$ cat src/rtl/eth_pkg.sv
// Shared definitions for the two-port Ethernet egress arbiter:
// word layout, bit positions and the arbiter state type.
package eth_pkg;

  localparam int WORD_W  = 34;
  localparam int EOP_BIT = 33;
  localparam int SOP_BIT = 32;

  // Arbiter states; encoding kept explicit so it is stable across tools.
  typedef enum logic [1:0] {
    ST_IDLE   = 2'd0,
    ST_XFER_A = 2'd1,
    ST_XFER_B = 2'd2
  } arb_state_e;

  // Start-of-packet marker of a FIFO word.
  function automatic logic is_sop(input logic [WORD_W-1:0] word);
    return word[SOP_BIT];
  endfunction

  // End-of-packet marker of a FIFO word.
  function automatic logic is_eop(input logic [WORD_W-1:0] word);
    return word[EOP_BIT];
  endfunction

endpackage

$ cat src/rtl/eth_rr_arb2.sv
// Two-way round-robin picker. elig_i[0] is port A, elig_i[1] is port B.
// last_b_i=1 means B was granted most recently, so A wins a tie.
module eth_rr_arb2 (
  input  logic [1:0] elig_i,
  input  logic       last_b_i,
  output logic       gnt_valid_o,
  output logic       gnt_b_o
);

  // Pick a winner from the eligible set, alternating on ties.
  always_comb begin
    gnt_valid_o = |elig_i;
    gnt_b_o     = 1'b0;
    case (elig_i)
      2'b01:   gnt_b_o = 1'b0;
      2'b10:   gnt_b_o = 1'b1;
      2'b11:   gnt_b_o = ~last_b_i;
      default: gnt_b_o = 1'b0;
    endcase
  end

endmodule

$ cat src/rtl/eth_port_arb.sv
// Packet-atomic two-port arbiter merging ingress FIFOs A and B onto one
// egress stream. Words of one packet are never interleaved with the other
// port; stray non-sop words seen while idle are discarded and counted.
module eth_port_arb
  import eth_pkg::*;
#(
  parameter int PKT_CNT_W  = 16,
  parameter int DROP_CNT_W = 8
) (
  input  logic                  clk,
  input  logic                  reset,
  input  logic                  inEmptyA,
  input  logic                  inEmptyB,
  input  logic [WORD_W-1:0]     inDataA,
  input  logic [WORD_W-1:0]     inDataB,
  output logic                  outRdEnA,
  output logic                  outRdEnB,
  input  logic                  outFull,
  output logic                  outWrEn,
  output logic [WORD_W-1:0]     outData,
  output logic [PKT_CNT_W-1:0]  pktCntA,
  output logic [PKT_CNT_W-1:0]  pktCntB,
  output logic [DROP_CNT_W-1:0] dropCnt,
  output logic                  errSop
);

  arb_state_e            state_q, state_d;
  logic                  last_b_q, last_b_d;
  logic                  first_q, first_d;
  logic                  wr_en_q, wr_en_d;
  logic [WORD_W-1:0]     data_q, data_d;
  logic                  err_q, err_d;
  logic [PKT_CNT_W-1:0]  pkt_a_q, pkt_a_d;
  logic [PKT_CNT_W-1:0]  pkt_b_q, pkt_b_d;
  logic [DROP_CNT_W-1:0] drop_q, drop_d;

  logic                  rd_a, rd_b;
  logic [1:0]            elig;
  logic                  gnt_valid, gnt_b;
  logic                  sel_b;
  logic                  head_empty;
  logic [WORD_W-1:0]     head_word;
  logic [1:0]            drop_inc;
  logic [DROP_CNT_W:0]   drop_sum;

  assign elig[0] = !inEmptyA && is_sop(inDataA);
  assign elig[1] = !inEmptyB && is_sop(inDataB);

  eth_rr_arb2 u_rr (
    .elig_i      (elig),
    .last_b_i    (last_b_q),
    .gnt_valid_o (gnt_valid),
    .gnt_b_o     (gnt_b)
  );

  // Head of the FIFO currently owning the grant.
  assign sel_b      = (state_q == ST_XFER_B);
  assign head_word  = sel_b ? inDataB : inDataA;
  assign head_empty = sel_b ? inEmptyB : inEmptyA;

  // Saturating drop counter sum; both ports may discard in the same cycle.
  assign drop_inc = {1'b0, rd_a} + {1'b0, rd_b};
  assign drop_sum = {1'b0, drop_q} + {{(DROP_CNT_W-1){1'b0}}, drop_inc};

  // Next-state, pop strobes and egress word selection.
  always_comb begin
    state_d = state_q;
    last_b_d = last_b_q;
    first_d  = first_q;
    wr_en_d  = 1'b0;
    data_d   = data_q;
    err_d    = 1'b0;
    pkt_a_d  = pkt_a_q;
    pkt_b_d  = pkt_b_q;
    drop_d   = drop_q;
    rd_a     = 1'b0;
    rd_b     = 1'b0;
    case (state_q)
      ST_IDLE: begin
        // A granted head carries sop, so it is never caught by the discard.
        rd_a = !inEmptyA && !is_sop(inDataA);
        rd_b = !inEmptyB && !is_sop(inDataB);
        if (drop_sum[DROP_CNT_W]) begin
          drop_d = {DROP_CNT_W{1'b1}};
        end else begin
          drop_d = drop_sum[DROP_CNT_W-1:0];
        end
        if (gnt_valid) begin
          state_d = gnt_b ? ST_XFER_B : ST_XFER_A;
          first_d = 1'b1;
        end else begin
          state_d = ST_IDLE;
        end
      end
      ST_XFER_A, ST_XFER_B: begin
        if (!head_empty && !outFull) begin
          rd_a    = !sel_b;
          rd_b    = sel_b;
          wr_en_d = 1'b1;
          data_d  = head_word;
          first_d = 1'b0;
          // A second sop inside a grant is forwarded but flagged.
          if (is_sop(head_word) && !first_q) begin
            err_d = 1'b1;
          end else begin
            err_d = 1'b0;
          end
          if (is_eop(head_word)) begin
            state_d  = ST_IDLE;
            last_b_d = sel_b;
            if (sel_b) begin
              pkt_b_d = pkt_b_q + {{(PKT_CNT_W-1){1'b0}}, 1'b1};
            end else begin
              pkt_a_d = pkt_a_q + {{(PKT_CNT_W-1){1'b0}}, 1'b1};
            end
          end else begin
            state_d = state_q;
          end
        end else begin
          // Empty FIFO or egress backpressure: hold the grant, no timeout.
          state_d = state_q;
        end
      end
      default: begin
        state_d = ST_IDLE;
      end
    endcase
  end

  // No pops may reach the FIFOs while reset is held.
  assign outRdEnA = rd_a && !reset;
  assign outRdEnB = rd_b && !reset;

  // Arbiter state and registered egress/status outputs.
  always_ff @(posedge clk or posedge reset) begin
    if (reset) begin
      state_q  <= ST_IDLE;
      last_b_q <= 1'b1;
      first_q  <= 1'b0;
      wr_en_q  <= 1'b0;
      data_q   <= {WORD_W{1'b0}};
      err_q    <= 1'b0;
      pkt_a_q  <= {PKT_CNT_W{1'b0}};
      pkt_b_q  <= {PKT_CNT_W{1'b0}};
      drop_q   <= {DROP_CNT_W{1'b0}};
    end else begin
      state_q  <= state_d;
      last_b_q <= last_b_d;
      first_q  <= first_d;
      wr_en_q  <= wr_en_d;
      data_q   <= data_d;
      err_q    <= err_d;
      pkt_a_q  <= pkt_a_d;
      pkt_b_q  <= pkt_b_d;
      drop_q   <= drop_d;
    end
  end

  assign outWrEn = wr_en_q;
  assign outData = data_q;
  assign pktCntA = pkt_a_q;
  assign pktCntB = pkt_b_q;
  assign dropCnt = drop_q;
  assign errSop  = err_q;

endmodule

$ cat config.mk
export PLATFORM = sky130hd
export DESIGN_NAME = eth_port_arb
export DESIGN_NICKNAME = d
export VERILOG_FILES = /design/src/rtl/eth_pkg.sv /design/src/rtl/eth_rr_arb2.sv /design/src/rtl/eth_port_arb.sv
export SDC_FILE = /design/constraint.sdc
export NUM_CORES = 1
export LEC_CHECK = 0
export CAP_MARGIN = 20
export CORE_MARGIN = 2
export CORE_UTILIZATION = 44
export CTS_CLUSTER_DIAMETER = 30
export CTS_CLUSTER_SIZE = 20
export DETAILED_ROUTE_END_ITERATION = 10
export PLACE_DENSITY = 0.89
export SLEW_MARGIN = 0
export SYNTH_ARGS = -nofsm -noshare
export SYNTH_HDL_FRONTEND = slang
export SYNTH_SLANG_ARGS = --single-unit
$ cat constraint.sdc
create_clock -name clk -period 3.1 [get_ports clk]
set_input_delay 0.62 -clock clk [delete_from_list [all_inputs] [get_ports clk]]
set_output_delay 0.62 -clock clk [all_outputs]
set_load 0.01 [all_outputs]
# Word level (Yosys, flattened, before mapping)
# Index checks and enable logic that the tools add are counted.
# classes
n_reduce_logical	27
n_eq_ne	7
mux	21
n_addsub	4
n_bitwise	2
# op_table
op	count
two-way mux 34 bit	1
adder 16 x 1 -> 16 bit, second input constant	2
two-way mux 1 bit	10
adder 8 x 2 -> 9 bit	1
zero test 1 bit	9
logical AND 1 bit	8
two-way mux 2 bit	4
two-way mux 8 bit	1
one-hot mux 1 bit (2 select lines)	4
AND reduction 4 bit	2
equality test 2 bit, second input constant	3
!= test 2 bit, second input constant	3
AND reduction 3 bit	2
one-hot mux 2 bit (2 select lines)	1
AND reduction 2 bit	2
OR reduction 2 bit	2
adder 1 x 1 -> 2 bit	1
equality test 2 x 1 -> 1 bit, second input constant	1
zero test 2 bit	1
inverter 1 bit	2
nonzero test 2 bit	1
# totals
reg_bits	80
inputBits	73
output_inout_bits	78
elab_cells	70

# Logic depth before layout (Yosys ltp)
# Gate-level depths: netlist (run 1).
# logic_depth
word_depth	9
depth_mapped	12
depth_no_buf	10

# Modules after synthesis
# A second synthesis (run 1) with hierarchy kept.
# unflattened
cells_unflattened	350
hier_area_um2	3751.1
# by_module_without_submodules
mod	area_each_um2	instances	seq_area_each_um2	cells_each
eth_port_arb	3737.3	1	2003.2	348
eth_rr_arb2	13.8	1	0.0	2

# Worst setup path before layout (run 1)
# OpenSTA, ideal clock, no wires.
# synth_path
kind	register to register
from	register state_q[1]
to	register drop_q[2], in the netlist dropCnt[2]
path_buffers	1
required_ns	3.017
path_slack_ns	0.552
period_less_slack_ns	2.548
path_stages_with_launch	12
setup_ns	0.083
t_arrival_ns	2.466
cell_sequence	dfrtp_1 inv_1 ha_1 nand2b_1 o32ai_1 nand2b_1 fa_1 and4b_1 and3_1 buf_2 nand4_1 o21ai_0
# synth_via
elab_chain_len	9
word_cells_on_any_way	15
cone_classes	add/sub: 2; eq/ne: 2; mux: 6; reduce/logical: 5
# synth_lines
item	line_no	source
start, declared	eth_port_arb.sv:27	arb_state_e state_q, state_d;
start signal, assigned	eth_port_arb.sv:147	state_q <= state_d;
equality test 2 bit	eth_port_arb.sv:57, eth_port_arb.sv:78	
two-way mux 1 bit	eth_port_arb.sv:59	assign head_empty = sel_b ? inEmptyB : inEmptyA;
zero test 1 bit	eth_port_arb.sv:96	if (!head_empty && !outFull) begin
logical AND 1 bit	eth_port_arb.sv:96	
two-way mux 1 bit	eth_port_arb.sv:96	
one-hot mux 1 bit (2 select lines)	eth_port_arb.sv:78	case (state_q)
adder 1 x 1 -> 2 bit	eth_port_arb.sv:62	assign drop_inc = {1'b0, rd_a} + {1'b0, rd_b};
adder 8 x 2 -> 9 bit	eth_port_arb.sv:63	assign drop_sum = {1'b0, drop_q} + {{(DROP_CNT_W-1){1'b0}}, drop_inc};
two-way mux 8 bit	eth_port_arb.sv:83	if (drop_sum[DROP_CNT_W]) begin
end signal, assigned	eth_port_arb.sv:145	drop_q <= {DROP_CNT_W{1'b0}};
end signal, assigned	eth_port_arb.sv:155	drop_q <= drop_d;
end, declared	eth_port_arb.sv:35	logic [DROP_CNT_W-1:0] drop_q, drop_d;
# Parallel ways exist; a longest one is shown, timed or not.
# A chain may end at the register's enable or synchronous reset.

# Worst setup path after layout (run 1)
# Same ends and word-level chain as after synthesis.

==> results.py, run 1 <==
metrics = {
    "run_status": {
        "outcome": "finished clean",
    },
    "clock_network": {
        "cts_tree": "built",
        "cts_hold_buf": 0,
        "cts_buffers": 9,
        "cts_buffer_depth": 2,
        "clkTransAtPathRegs_ns": 0.07,
        "clk_latency_ns": 0.34,
        "cts_sinks": 80,
        "root_buffer": "clkbuf_8",
        "htreeDepth": 3,
    },
    "worst_setup_path": {
        "crit_fanout": 6,
        "criticalPathCategory": "reg2reg",
        "crit_required_ns": 3.36,
        "cp.arrival_ns": 3.17,
        "rrSetupSlack_ns": 0.19,
        "worstSetupEndpointType": "register",
        "worst_setup_path_start_kind": "register",
    },
    "place": {
        "portBuffers": 150,
        "hpwl_um": 7095,
        "gp_congestion": 0.8342,
    },
    "routing": {
        "firstDrtPassIters": 4,
        "wire_per_inst_um": 15.29,
        "vias_per_cell": 5.136,
        "num_vias": 3169,
        "drt_iter0_drc": 107,
        "drc": 0,
        "wirelength_um": 9434,
        "ant_nets": 0,
    },
    "yosys": {
        "synthesis.nets": 431,
        "ys_types": 46,
        "syn-mean-instance-area_um2": 10.69,
        "async_reset_ff_share_pct": 100.0,
        "synth-edff-count": 0,
        "syn_inst": 352,
        "yosys_warnings": 0,
        "syn-cell-area_um2": 3764,
        "synth_seq_cells": 80,
        "synth-seq-area-share_pct": 53.22,
        "synth-main-ff-cell": "dfrtp_1",
    },
    "final_layout": {
        "areaGrowthSynthToFinish_pct": 50.30,
        "diodes": 0,
        "most-common-layout-cells": "149 x clkdlybuf4s50_1, 79 x dfrtp_1, 52 x nand2_1, 37 x o21ai_0, 36 x mux2i_1",
        "final_common_cell": "clkdlybuf4s50_1",
        "fillers": 619,
        "drive_gt1_share_pct": 7.422,
        "nets": 587,
    },
    "timing": {
        "finalMaxSlewViolations": 0,
        "min_period_over_period_pct": 94.00,
        "fin_crit_ns": 2.914,
        "setup_viol": 0,
        "tns_ns": 0,
        "fmax_mhz": 343.2,
        "clock_skew_ns": 0.006528,
        "slew_headroom_pct": 54.27,
        "hold_viol": 0,
        "worstMarginPinSlew_ns": 0.6860,
        "rsz0062_at_grt": "no",
    },
    "power_and_ir_drop": {
        "p_leak_nw": 2.518,
        "vdd_drop_max_v": 0.0005008,
        "p_total_w": 0.004142,
        "power.density_nw_per_um2": 732.3,
    },
    "flow_run": {
        "maxCapViolCount": 0,
    },
    "floorplanning": {
        "die_h_um": 96.49,
        "die_width_um": 96.49,
        "ios": 151,
        "initial_core_util_pct": 45.58,
        "die_area_um2": 9309,
        "core_area_um2": 8258,
        "rows": 33,
    },
    "grt": {
        "grt_pass1_vias": 3199,
        "antenna_found_initial": 0,
        "overflow": 0,
        "track_usage_pct": 21.04,
        "grt_first_pass_wirelength_um": 14950,
        "grt_start_max_net_pins": 43,
    },
    "hold_path": {
        "min_path_type": "reg2reg",
    },
}
==> final timing paths <==
check	start	to	cells past startpoint
min in group asynchronous	reset	outData[20]	2
min	first_q	errSop	1
max reg2reg	state_q[1]	dropCnt[2]	11
min reg2reg	first_q	errSop	1
max	state_q[1]	dropCnt[2]	11
max in group asynchronous	reset	last_b_q	3
==> layout make-up <==
type	count	area, um^2	area share, %
Tap cell	105	131.4	2.322
Inverter	12	46.29	0.8184
Clock inverter	3	65.06	1.150
Timing Repair Buffer	158	1589	28.09
Sequential cell	80	2003	35.41
Multi-Input combinational cell	247	1667	29.46
Clock buffer	12	155.1	2.743
==> what timing repair did <==
item | CTS | global route
gates resized for setup | 0 | 3
setup buffers | 0 | 1
setup endpoints to repair | 0 | 1
==> report_power, final <==
part	internal (W)	switching [W]
Combinational	0.000922	0.000822
Clock	0.000492	0.000356
Sequential	0.00135	0.000202
==> worst max-delay path, stage by stage, from the launching register on <==
cell and delay [ns]:
dfrtp_1 0.38, inv_1 0.08, ha_2 0.38, nand2b_1 0.09, o32ai_1 0.25, nand2b_1 0.14, buf_4 0.16, fa_1 0.41
and4b_1 0.36, and3_2 0.27, nand4_1 0.18, o21ai_0 0.13
==> synthesized netlist by cell type, types with 2 or more instances <==
master,count,area (um^2)
nand2b_1,3,18.77
a21oi_1,5,25.02
and3_1,7,43.79
xor2_1,10,87.58
xnor2_1,22,192.7
buf_2,4,20.02
nor3_1,5,25.02
nand4_1,8,50.05
o21ai_0,37,185.2
nand3_1,12,60.06
nand2_1,53,198.9
inv_1,12,45.04
dfrtp_1,79,1977
a31oi_1,2,12.51
a21o_1,2,15.01
and4b_1,2,20.02
nor2_1,10,37.54
clkbuf_1,8,30.03
nor2b_1,3,18.77
and4_1,3,26.28
ha_1,5,62.56
mux2i_1,36,360.4
==> per-stage QoR <==
| stage | util [%] | area, um^2 | setup WS, ns | std cells | hold WS (ns) |
|---|---|---|---|---|---|
| 2_1_floorplan | - | 3764 | 0.4299 | 352 | 0.4085 |
| 3_3_place_gp | 65.67 | 5423 | 0.07565 | 601 | 0.4362 |
| 3_5_place_dp | 65.67 | 5423 | -0.03013 | 601 | 0.4413 |
| 4_1_cts | 68.33 | 5643 | 0.09802 | 616 | 0.4549 |
| 5_1_grt | 68.50 | 5657 | 0.02346 | 617 | 0.4925 |
| 6_report | 68.50 | 5657 | 0.1861 | 617 | 0.4550 |
==> metal layers <==
layer | vias to the layer above | track usage (%) | routed length (um)
met5 | - | 0 | 0
met2 | 102 | 37.04 | 4774
met3 | 16 | 4.655 | 647
met1 | 1532 | 24.78 | 3832
met4 | 0 | 8.920 | 180
li1 | 1519 | - | -
==> flip-flops by register name (all words and copies together) (netlist names), 2 cells and up <==
signal,count
dropCnt,8
outData,34
pktCntA,16
pktCntB,16
state_q,2
==> cell families (layout without fill, tap and decap cells) <==
kind of cell | Yosys count | count (layout) | share of synthesized area, %
fa+ha+maj | 6 | 6 | 2.194
mux | 37 | 37 | 9.874
simple gates | 119 | 119 | 16.82
flops | 80 | 80 | 53.22
compound gates | 53 | 53 | 7.713
xor+xnor | 32 | 32 | 7.447
buf+inv | 25 | 185 | 2.726
(Power assumes the default switching activity.)
==> inputs of run 2 (changes only) <==
Settings changed: CORE_MARGIN 2 to 1.
==> run 2 against run 1 <==
Compared with the run above: sequential cell count is the same; critical path depth shrank 5; design area shrank 1.5%; register-to-register slack gained 0.17 ns; clock skew grew 0.0046 ns; largest cell class unchanged; combinational power shrank 3%; critical path type is now in2out; utilization shrank 1.0 points.
==> results.py, run 2 (synthesis gave the netlist of run 1 again) <==
metrics = {
    "worst_setup_path": {
        "cp_slowest_cell": "clkdlybuf4s50_1",
        "cp.arrival_ns": 2.30,
        "crit_required_ns": 2.48,
        "crit_chain": "clkdlybuf4s50_1, or2_2, o32ai_1, nand2b_1, nor2_1, clkdlybuf4s50_1",
        "criticalPathCategory": "in2out",
        "worstSetupEndpointType": "primary output",
        "rrSetupSlack_ns": 0.36,
        "crit_fanout": 3,
        "slowest_delay_ns": 0.55,
        "crit_top_cell": "clkdlybuf4s50_1",
        "worst_setup_path_start_kind": "input pin",
    },
    "power_and_ir_drop": {
        "internal_power_w": 0.002607,
        "clkPwrFrac_pct": 17.9,
        "power.density_nw_per_um2": 710.9,
        "p_leak_nw": 2.464,
        "vdd_drop_max_v": 0.0004926,
        "sw_frac_of_total_pct": 34.19,
        "switchingPower_w": 0.001354,
        "pwr-share-seq_pct": 39.4,
        "combPwrFrac_pct": 42.7,
    },
    "timing": {
        "slew_headroom_pct": 64.13,
        "setup_viol": 0,
        "fin_crit_ns": 2.923,
        "hold_viol": 0,
        "finalMaxSlewViolations": 0,
        "fmax_mhz": 342.1,
        "clock_skew_ns": 0.01117,
        "rsz0062_at_grt": "no",
        "hold_slack_ns": 0.4644,
        "tns_ns": 0,
        "min_period_over_period_pct": 94.30,
        "worstMarginPinSlew_ns": 0.5380,
    },
    "grt": {
        "grt_first_pass_wirelength_um": 14790,
        "antenna_found_initial": 0,
        "grt_pass1_vias": 3113,
        "grt_start_max_net_pins": 48,
        "overflow": 0,
        "track_usage_pct": 21.71,
    },
    "final_layout": {
        "largest_reg_flops": 34,
        "nets": 586,
        "fin_cells": 615,
        "diodes": 0,
        "areaGrowthSynthToFinish_pct": 48.07,
        "final_common_cell": "clkdlybuf4s50_1",
        "fillers": 667,
        "most-common-layout-cells": "150 x clkdlybuf4s50_1, 79 x dfrtp_1, 52 x nand2_1, 37 x o21ai_0, 36 x mux2i_1",
        "drive_gt1_share_pct": 6.667,
    },
    "floorplanning": {
        "ios": 151,
        "die_h_um": 94.49,
        "die_area_um2": 8927,
        "initial_core_util_pct": 45.58,
        "rows": 33,
        "core_area_um2": 8258,
        "die_width_um": 94.49,
    },
    "clock_network": {
        "cts_resized": 0,
        "clk_latency_ns": 0.33,
        "cts_buffers": 9,
        "cts_buffer_depth": 2,
        "htreeDepth": 3,
        "cts_tree": "built",
        "cts_sinks": 80,
        "clkTransAtPathRegs_ns": 0.07,
        "post-cts-setup-buffers": 0,
        "root_buffer": "clkbuf_8",
        "cts_hold_buf": 0,
    },
    "routing": {
        "vias_per_cell": 5.104,
        "firstDrtPassIters": 4,
        "num_vias": 3139,
        "drc": 0,
        "ant_nets": 0,
        "wire_per_inst_um": 15.33,
        "wirelength_um": 9425,
        "drt_iter0_drc": 112,
    },
    "run_status": {
        "outcome": "finished clean",
    },
    "place": {
        "hpwl_um": 7250,
        "portBuffers": 150,
        "gp_congestion": 0.7563,
        "dp.cells": 601,
    },
    "hold_path": {
        "min_path_type": "reg2reg",
    },
    "flow_run": {
        "maxCapViolCount": 0,
    },
}
## run 2: changes by cell type in the layout (fill, tap and decap cells not counted)
cell,change
ha_2,-1
clkinvlp_4,+1
clkbuf_8,-2
clkdlybuf4s50_1,+1
bufinv_16,-1
buf_12,-2
dlymetal6s2s_1,-1
and3_1,+1
buf_4,+1
clkinv_2,+1
ha_1,+1
and3_2,-1
## run 2: final cells by class
class	instances	area [um^2]	area share [%]
multi-input cells	247	1663	29.84
inverters	12	46.29	0.8307
well taps	105	131.4	2.357
clock buffers	10	127.6	2.290
repair buffers	157	1554	27.89
clock inverters	4	47.55	0.8532
flip-flops and latches	80	2003	35.95
## run 2: critical path, delay by kind of cell
kind                   cells  cell delay [ns]
AO/OA/AOI/OAI              1             0.12
buffers and inverters      2             1.00
AND/OR/NAND/NOR            3             0.56
## run 2: per-stage QoR
step | setup WS (ns) | util, % | total power (W) | instance area, um^2
2_1_floorplan | 0.4299 | - | 0.002411 | 3764
3_3_place_gp | 0.09199 | 65.36 | 0.003204 | 5398
3_5_place_dp | -0.001353 | 65.36 | 0.003290 | 5398
4_1_cts | 0.1500 | 67.48 | 0.004004 | 5573
5_1_grt | 0.07118 | 67.48 | 0.004226 | 5573
6_report | 0.1768 | 67.48 | 0.003961 | 5573
## run 2: final timing paths
kind | startpoint | endpoint | cells past startpoint
worst min-delay path | first_q | errSop | 1
worst max register to register | state_q[1] | dropCnt[2] | 10
max in group asynchronous | reset | dropCnt[3] | 3
min in group asynchronous | reset | pktCntB[7] | 2
worst max-delay path | inEmptyA | outRdEnA | 6
worst min register to register | first_q | errSop | 1
## run 2: per-layer routing
| layer | vias to the layer above | GRT usage (%) | wire length (um) |
|---|---|---|---|
| li1 | 1514 | - | - |
| met1 | 1482 | 25.34 | 3828 |
| met2 | 125 | 39.07 | 4785 |
| met3 | 18 | 4.187 | 581 |
| met4 | 0 | 8.712 | 231 |
| met5 | - | 0 | 0 |
## run 2: power groups by stage
stage               clock network [W]  registers [W]  logic, W
floorplan                           0        0.00167  0.000739
global placement                    0        0.00155   0.00165
detailed placement                  0        0.00157   0.00172
CTS                          0.000731        0.00156   0.00171
global route                 0.000776        0.00160   0.00185
finish                       0.000708        0.00156   0.00169
==> inputs of run 3 (changes only) <==
Settings changed: CAP_MARGIN 20 to 0.
==> results of run 3 <==
The final DEF is identical to that of run 2; final timing and power are the same.
